## config.mk

```make
export PLATFORM = sky130hd
export DESIGN_NAME = station_issue_queue
export DESIGN_NICKNAME = d
export VERILOG_FILES = /design/src/rtl/station_issue_queue_pkg.sv /design/src/rtl/station_issue_queue_age_matrix.sv /design/src/rtl/station_issue_queue.sv
export SDC_FILE = /design/constraint.sdc
export NUM_CORES = 2
export LEC_CHECK = 0
export BUFFER_PORTS_ARGS = -buffer_cell sky130_fd_sc_hd__buf_2
export CAP_MARGIN = 0
export CORE_AREA = 5 5 503 306
export CTS_BUF_LIST = sky130_fd_sc_hd__clkbuf_4
export DETAILED_ROUTE_END_ITERATION = 7
export DIE_AREA = 0 0 508 311
export PLACE_DENSITY = 0.61
export REMOVE_ABC_BUFFERS = 1
export SYNTH_ARGS = -nofsm -noshare
export SYNTH_HDL_FRONTEND = slang
export SYNTH_SLANG_ARGS = --single-unit
```

## constraint.sdc

```tcl
create_clock -name clk -period 3.6 [get_ports clk]
set_clock_uncertainty 0.05 [all_clocks]
set_input_delay 0.72 -clock clk [delete_from_list [all_inputs] [get_ports clk]]
set_output_delay 0.72 -clock clk [all_outputs]
set_load 0.02 [all_outputs]
```

## src/rtl/station_issue_queue_pkg.sv

```systemverilog
// Shared types for the reservation station: operation names, per-entry storage
// and the issue register payload.
package station_issue_queue_pkg;

  localparam int XLEN  = 32;
  localparam int TAG_W = 6;

  typedef enum logic [2:0] {
    UNKNOWN = 3'd0,
    ADD     = 3'd1,
    SUB     = 3'd2,
    AND_OP  = 3'd3,
    OR_OP   = 3'd4,
    SLT     = 3'd5,
    LOAD    = 3'd6,
    STORE   = 3'd7
  } instr_name_e;

  typedef struct packed {
    logic              busy;
    instr_name_e       instr_name;
    logic [XLEN-1:0]   data_1;
    logic [XLEN-1:0]   data_2;
    logic [TAG_W-1:0]  tag_1;
    logic [TAG_W-1:0]  tag_2;
    logic              rdy_1;
    logic              rdy_2;
    logic [XLEN-1:0]   address;
    logic [XLEN-1:0]   immediate;
    logic [TAG_W-1:0]  rrn;
  } station_entry_t;

  typedef struct packed {
    instr_name_e       instr_name;
    logic [XLEN-1:0]   data_1;
    logic [XLEN-1:0]   data_2;
    logic [XLEN-1:0]   address;
    logic [XLEN-1:0]   immediate;
    logic [TAG_W-1:0]  rrn;
  } issue_t;

  function automatic logic tag_hit(input logic             valid,
                                   input logic [TAG_W-1:0] bus_tag,
                                   input logic [TAG_W-1:0] tag);
    return valid && (bus_tag == tag);
  endfunction

endpackage

```

## src/rtl/station_issue_queue_age_matrix.sv

```systemverilog
// Age matrix: older_q[i][j]=1 means entry j was allocated before entry i.
// Picks the single oldest entry out of an eligible mask.
module station_age_matrix #(
  parameter int DEPTH = 8
) (
  input  logic             clk,
  input  logic             reset_n,
  input  logic             flush,
  input  logic [DEPTH-1:0] alloc_oh_i,
  input  logic [DEPTH-1:0] free_oh_i,
  input  logic [DEPTH-1:0] busy_i,
  input  logic [DEPTH-1:0] elig_i,
  output logic [DEPTH-1:0] pick_oh_o
);

  logic [DEPTH-1:0] older_q [DEPTH];
  logic [DEPTH-1:0] older_d [DEPTH];

  // A new entry is younger than everything currently resident; freeing an
  // entry removes it from every row so it never blocks anyone again.
  always_comb begin
    for (int i = 0; i < DEPTH; i++) begin
      older_d[i] = older_q[i];
      if (alloc_oh_i[i]) older_d[i] = busy_i;
      if (free_oh_i[i])  older_d[i] = '0;
      older_d[i] = older_d[i] & ~free_oh_i;
      if (flush)         older_d[i] = '0;
    end
  end

  always_ff @(posedge clk or negedge reset_n) begin
    if (!reset_n) begin
      for (int i = 0; i < DEPTH; i++) older_q[i] <= '0;
    end else begin
      for (int i = 0; i < DEPTH; i++) older_q[i] <= older_d[i];
    end
  end

  always_comb begin
    pick_oh_o = '0;
    for (int i = 0; i < DEPTH; i++) begin
      pick_oh_o[i] = elig_i[i] & ~(|(older_q[i] & elig_i));
    end
  end

endmodule

```

## src/rtl/station_issue_queue.sv

```systemverilog
// Reservation station: buffers dispatched instructions, captures missing
// operands from the CDB and issues the oldest ready one through a register.
module station_issue_queue
  import station_issue_queue_pkg::*;
#(
  parameter int DEPTH = 8
) (
  input  logic                        clk,
  input  logic                        reset_n,
  input  logic                        flush,
  input  logic                        in_valid,
  output logic                        in_ready,
  input  instr_name_e                 in_instr_name,
  input  logic [XLEN-1:0]             in_data_1,
  input  logic [XLEN-1:0]             in_data_2,
  input  logic [TAG_W-1:0]            in_src_1_tag,
  input  logic [TAG_W-1:0]            in_src_2_tag,
  input  logic                        in_src_1_valid,
  input  logic                        in_src_2_valid,
  input  logic [XLEN-1:0]             in_address,
  input  logic [XLEN-1:0]             in_immediate,
  input  logic [TAG_W-1:0]            in_rrn,
  input  logic                        cdb_valid,
  input  logic [TAG_W-1:0]            cdb_tag,
  input  logic [XLEN-1:0]             cdb_data,
  output logic                        out_valid,
  input  logic                        out_ready,
  output logic [XLEN-1:0]             out_data_1,
  output logic [XLEN-1:0]             out_data_2,
  output logic [XLEN-1:0]             out_address,
  output logic [XLEN-1:0]             out_immediate,
  output logic [TAG_W-1:0]            out_rrn,
  output instr_name_e                 out_instr_name,
  output logic [$clog2(DEPTH+1)-1:0]  count
);

  localparam int CNT_W = $clog2(DEPTH+1);

  station_entry_t   ent_q [DEPTH];
  station_entry_t   ent_d [DEPTH];
  station_entry_t   new_ent;
  issue_t           iss_q, iss_d, sel;
  logic             out_valid_q, out_valid_d;
  logic [CNT_W-1:0] count_q, count_d;
  logic             in_ready_q;

  logic [DEPTH-1:0] busy, elig, alloc_oh, free_oh, pick_oh, wake_1, wake_2;
  logic             accept, load;

  // Handshakes: a transfer happens on a rising edge where valid && ready.
  // in_ready depends only on registered count; out_valid never waits on out_ready.
  assign accept = in_valid & in_ready_q & ~flush;
  assign load   = (~out_valid_q | out_ready) & (|pick_oh) & ~flush;
  assign free_oh = pick_oh & {DEPTH{load}};

  for (genvar g = 0; g < DEPTH; g++) begin : g_slot
    localparam logic [DEPTH-1:0] LOW_MASK = {DEPTH{1'b1}} >> (DEPTH - g);
    assign busy[g]     = ent_q[g].busy;
    assign elig[g]     = ent_q[g].busy & ent_q[g].rdy_1 & ent_q[g].rdy_2;
    // Lowest free slot: this one is free and every lower one is busy.
    assign alloc_oh[g] = accept & ~busy[g] & ((busy & LOW_MASK) == LOW_MASK);
    assign wake_1[g]   = busy[g] & ~ent_q[g].rdy_1 & tag_hit(cdb_valid, cdb_tag, ent_q[g].tag_1);
    assign wake_2[g]   = busy[g] & ~ent_q[g].rdy_2 & tag_hit(cdb_valid, cdb_tag, ent_q[g].tag_2);
  end

  station_age_matrix #(.DEPTH(DEPTH)) u_age (
    .clk        (clk),
    .reset_n    (reset_n),
    .flush      (flush),
    .alloc_oh_i (alloc_oh),
    .free_oh_i  (free_oh),
    .busy_i     (busy),
    .elig_i     (elig),
    .pick_oh_o  (pick_oh)
  );

  always_comb begin
    new_ent            = '0;
    new_ent.busy       = 1'b1;
    new_ent.instr_name = in_instr_name;
    new_ent.tag_1      = in_src_1_tag;
    new_ent.tag_2      = in_src_2_tag;
    new_ent.data_1     = in_data_1;
    new_ent.data_2     = in_data_2;
    new_ent.address    = in_address;
    new_ent.immediate  = in_immediate;
    new_ent.rrn        = in_rrn;
    if (in_src_1_valid) begin
      new_ent.rdy_1 = 1'b1;
    end else if (tag_hit(cdb_valid, cdb_tag, in_src_1_tag)) begin
      new_ent.rdy_1  = 1'b1;
      new_ent.data_1 = cdb_data;
    end
    if (in_src_2_valid) begin
      new_ent.rdy_2 = 1'b1;
    end else if (tag_hit(cdb_valid, cdb_tag, in_src_2_tag)) begin
      new_ent.rdy_2  = 1'b1;
      new_ent.data_2 = cdb_data;
    end
  end

  always_comb begin
    for (int i = 0; i < DEPTH; i++) begin
      ent_d[i] = ent_q[i];
      if (alloc_oh[i]) begin
        ent_d[i] = new_ent;
      end else begin
        if (wake_1[i]) begin
          ent_d[i].rdy_1  = 1'b1;
          ent_d[i].data_1 = cdb_data;
        end
        if (wake_2[i]) begin
          ent_d[i].rdy_2  = 1'b1;
          ent_d[i].data_2 = cdb_data;
        end
        if (free_oh[i]) ent_d[i].busy = 1'b0;
      end
      if (flush) ent_d[i].busy = 1'b0;
    end
  end

  always_comb begin
    sel = '0;
    for (int i = 0; i < DEPTH; i++) begin
      if (pick_oh[i]) begin
        sel.instr_name = ent_q[i].instr_name;
        sel.data_1     = ent_q[i].data_1;
        sel.data_2     = ent_q[i].data_2;
        sel.address    = ent_q[i].address;
        sel.immediate  = ent_q[i].immediate;
        sel.rrn        = ent_q[i].rrn;
      end
    end
  end

  // The issue register is zeroed whenever it is empty so idle outputs are clean.
  always_comb begin
    out_valid_d = out_valid_q;
    iss_d       = iss_q;
    if (flush) begin
      out_valid_d = 1'b0;
      iss_d       = '0;
    end else if (load) begin
      out_valid_d = 1'b1;
      iss_d       = sel;
    end else if (out_valid_q && out_ready) begin
      out_valid_d = 1'b0;
      iss_d       = '0;
    end
  end

  always_comb begin
    if (flush) count_d = '0;
    else       count_d = count_q + CNT_W'(accept) - CNT_W'(load);
  end

  always_ff @(posedge clk or negedge reset_n) begin
    if (!reset_n) begin
      for (int i = 0; i < DEPTH; i++) ent_q[i] <= '0;
      iss_q       <= '0;
      out_valid_q <= 1'b0;
      count_q     <= '0;
      in_ready_q  <= 1'b1;
    end else begin
      for (int i = 0; i < DEPTH; i++) ent_q[i] <= ent_d[i];
      iss_q       <= iss_d;
      out_valid_q <= out_valid_d;
      count_q     <= count_d;
      in_ready_q  <= (count_d < CNT_W'(DEPTH));
    end
  end

  assign in_ready       = in_ready_q;
  assign count          = count_q;
  assign out_valid      = out_valid_q;
  assign out_instr_name = iss_q.instr_name;
  assign out_data_1     = iss_q.data_1;
  assign out_data_2     = iss_q.data_2;
  assign out_address    = iss_q.address;
  assign out_immediate  = iss_q.immediate;
  assign out_rrn        = iss_q.rrn;

endmodule

```

==> out/results.tsv <==
metric	value	unit
PnR worst setup slack	0.104	ns
drt total wl	281000	um
status	completed	
Post-CTS Setup Inserts	0	
Vias	65300	
Reg clk slew, reported paths	0.08	ns
total global routing overflow	0	
worst min path class	in2reg	
max-cap violations	0	
Setup Viol. Count Final	0	
largest net degree at the start of global routing	140	
most frequent cells in the layout	dfrtp_1, nand2_1, nor2_1	
layout cell share with drive strength beyond 1	17.4	%
worst hold slack	0.140	ns
die span in x	508	um
# DRC	0	
sequential-to-total area share from yosys stat	51.3	%
first-pass GRT wire length	420000	um
fin. max-slew vios	0	
final period utilization	97.1	%
CTS tree	yes	
Detailed Place HPWL	161000	um
P&R area growth vs syn	15.9	%
Clk Latency, worst-skew pair	1.39	ns
Sink Count	1423	
CP required	4.82	ns
synthesized flop and latch total	1423	
Min Clock Period, post-route	3.50	ns
Die Height	311	um
Cell Pwr Density	484	nW/um^2
share of the synthesized area in the top cell type	51.2	%
pin slew with the least headroom to its limit	1.21	ns
cells taking the most area after synthesis	dfrtp_1, nand2_1, nor2_1	
initial core utilization	46.6	%
Final GP Congestion	0.934	
dpl ws	0.283	ns
vias in the first global route	64900	
most common flop cell mapped by yosys	dfrtp_1	
Slew HR	19.4	%
Site Rows	110	
Finished Core Util	54.1	%
initial drt markers	8394	
fin area	80500	um^2
I/O pin count	338	
fin nets	8372	
dominant cell type by area after synthesis	dfrtp_1	
LEAKAGE	38.7	nW
Port Buffers	337	
Tot GR Track Use	34.8	%
# fillers	13600	
CTS Buf Count	367	
final hold violation count	0	
core area	149000	um^2
First-pass DRT Iterations	6	
Post-Synthesis Cells	7826	
Via density	6.26	
Die ar.	158000	um^2
Crit. End Element	flop	
largest fanout on the critical path	27	
ys async rst share	100	%
WS Path Type	reg2reg	
library cells used by synthesis	72	
Post-synth EDFFs	0	
Mapped Area	69400	um^2
CTS Root Buffer Type	clkbuf_4	
CP arrival	4.71	ns
DP Area	73900	um^2
VDD IR-drop max	0.281	mV
Worst setup SP type	flop	
DR WL/cell	26.9	um
commonest non-fill, non-tap cell in the layout	dfrtp_1	
syn avg cell area	8.87	um^2
Yosys Warn Count	0	
antenna-violating nets left	0	
# H-tree levels	5	
FMAX	286	MHz
worst-case clock buffer depth	4	
initial antenna violation count	15	
-- flip-flops by register name, indices dropped and copies added, names as in the netlist, 3 cells and up --
register        cells
ent_q            1208
out_instr_name      3
u_age.older_q      64
out_rrn             6
busy                8
out_address        32
out_data_2         32
out_data_1         32
out_immediate      32
count               4
-- worst max-delay path: stages, from the launching register on --
cell and delay (ns):
dfrtp_1 0.52, buf_4 0.24, and3_1 0.23, nand4_1 0.16, buf_4 0.24, nor4_1 0.07
buf_4 0.17, a21oi_4 0.90, nor2_1 0.08, nor2_1 0.15, dlygate4sd3_1 0.57
-- stage by stage --
stage | std cells | power [mW] | setup TNS [ns]
6_report | 10400 | 38.9 | 0
5_1_grt | 10400 | 40.9 | -0.000705
4_1_cts | 10400 | 39.0 | 0
3_5_place_dp | 9588 | 25.3 | 0
3_3_place_gp | 9588 | 25.0 | 0
2_1_floorplan | 6941 | 22.8 | -4981.11
-- layout make-up --
type	count	area, um^2	share of cell area, %
Antenna cell	19	47.5	0.0591
Clock buffer	510	3830	4.76
Clock inverter	74	347	0.431
Inverter	493	1850	2.30
Multi-Input combinational cell	5025	28500	35.3
Sequential cell	1423	35600	44.2
Tap cell	2016	2520	3.13
Timing Repair Buffer	862	7840	9.74
-- cell usage after synthesis (14+ instances only) --
cell type,n
o311ai_1,137
inv_1,493
buf_1,82
o22a_1,139
a221oi_1,32
a311oi_1,117
a32o_1,137
buf_6,30
nor3_1,452
nor4_1,15
a2111oi_2,73
dfrtp_1,1422
or2_2,14
nand4_1,183
xor2_1,16
a2111oi_1,25
o21ai_0,234
buf_4,17
a2111oi_0,41
xnor2_1,95
o22ai_1,448
buf_2,199
a311oi_2,20
o221a_2,32
or3_1,35
clkbuf_1,551
nand3_1,29
nor2_1,1142
mux2_2,109
a21oi_1,35
nand2_1,1354
-- routing by layer --
| layer | share of wire [%] | GRT usage [%] |
|---|---|---|
| met1 | 42 | 50.6 |
| met2 | 41 | 48.1 |
| met3 | 14 | 12.0 |
| met4 | 3.1 | 11.9 |
| met5 | 0.085 | 1.24 |
-- power by group --
part / total, mW / leakage, nW / internal [mW] / switching, mW
Clock: 13.5 / 2.51 / 6.60 / 6.95
Combinational: 5.83 / 18.0 / 2.45 / 3.39
Sequential: 19.5 / 18.2 / 18.3 / 1.27
-- worst paths after layout --
path | from | end | slack, ns | cells past startpoint
max in group asynchronous | reset_n | out_address[6] | 1.93 | 4
min in group asynchronous | reset_n | u_age.older_q[55] | 0.52 | 3
hold reg to reg | ent_q[217] | ent_q[217] | 0.42 | 2
setup / recovery | busy[2] | ent_q[126] | 0.10 | 10
setup reg to reg | busy[2] | ent_q[126] | 0.10 | 10
hold / removal | in_valid | ent_q[914] | 0.14 | 5
-- cells by family (layout without fill, tap and decap cells) --
| logic type | Yosys count | in the layout | synth area share [%] |
|---|---|---|---|
| buffers and inverters | 1378 | 1939 | 8.24 |
| other | 0 | 19 | 0 |
| AO/OA/AOI/OAI | 1505 | 1505 | 17.2 |
| XOR/XNOR | 111 | 111 | 1.40 |
| multiplexers | 122 | 122 | 1.96 |
| adder cells (fa/ha/maj) | 5 | 5 | 0.101 |
| AND/OR/NAND/NOR | 3282 | 3282 | 19.8 |
| flip-flops | 1423 | 1423 | 51.3 |
-- repair_timing --
action	CTS	global route
endpoints found under the hold margin	2310	0
gates resized for setup	0	0
hold buffers	231	0
setup endpoints to repair	0	0
Power figures use the tool's default switching activity.
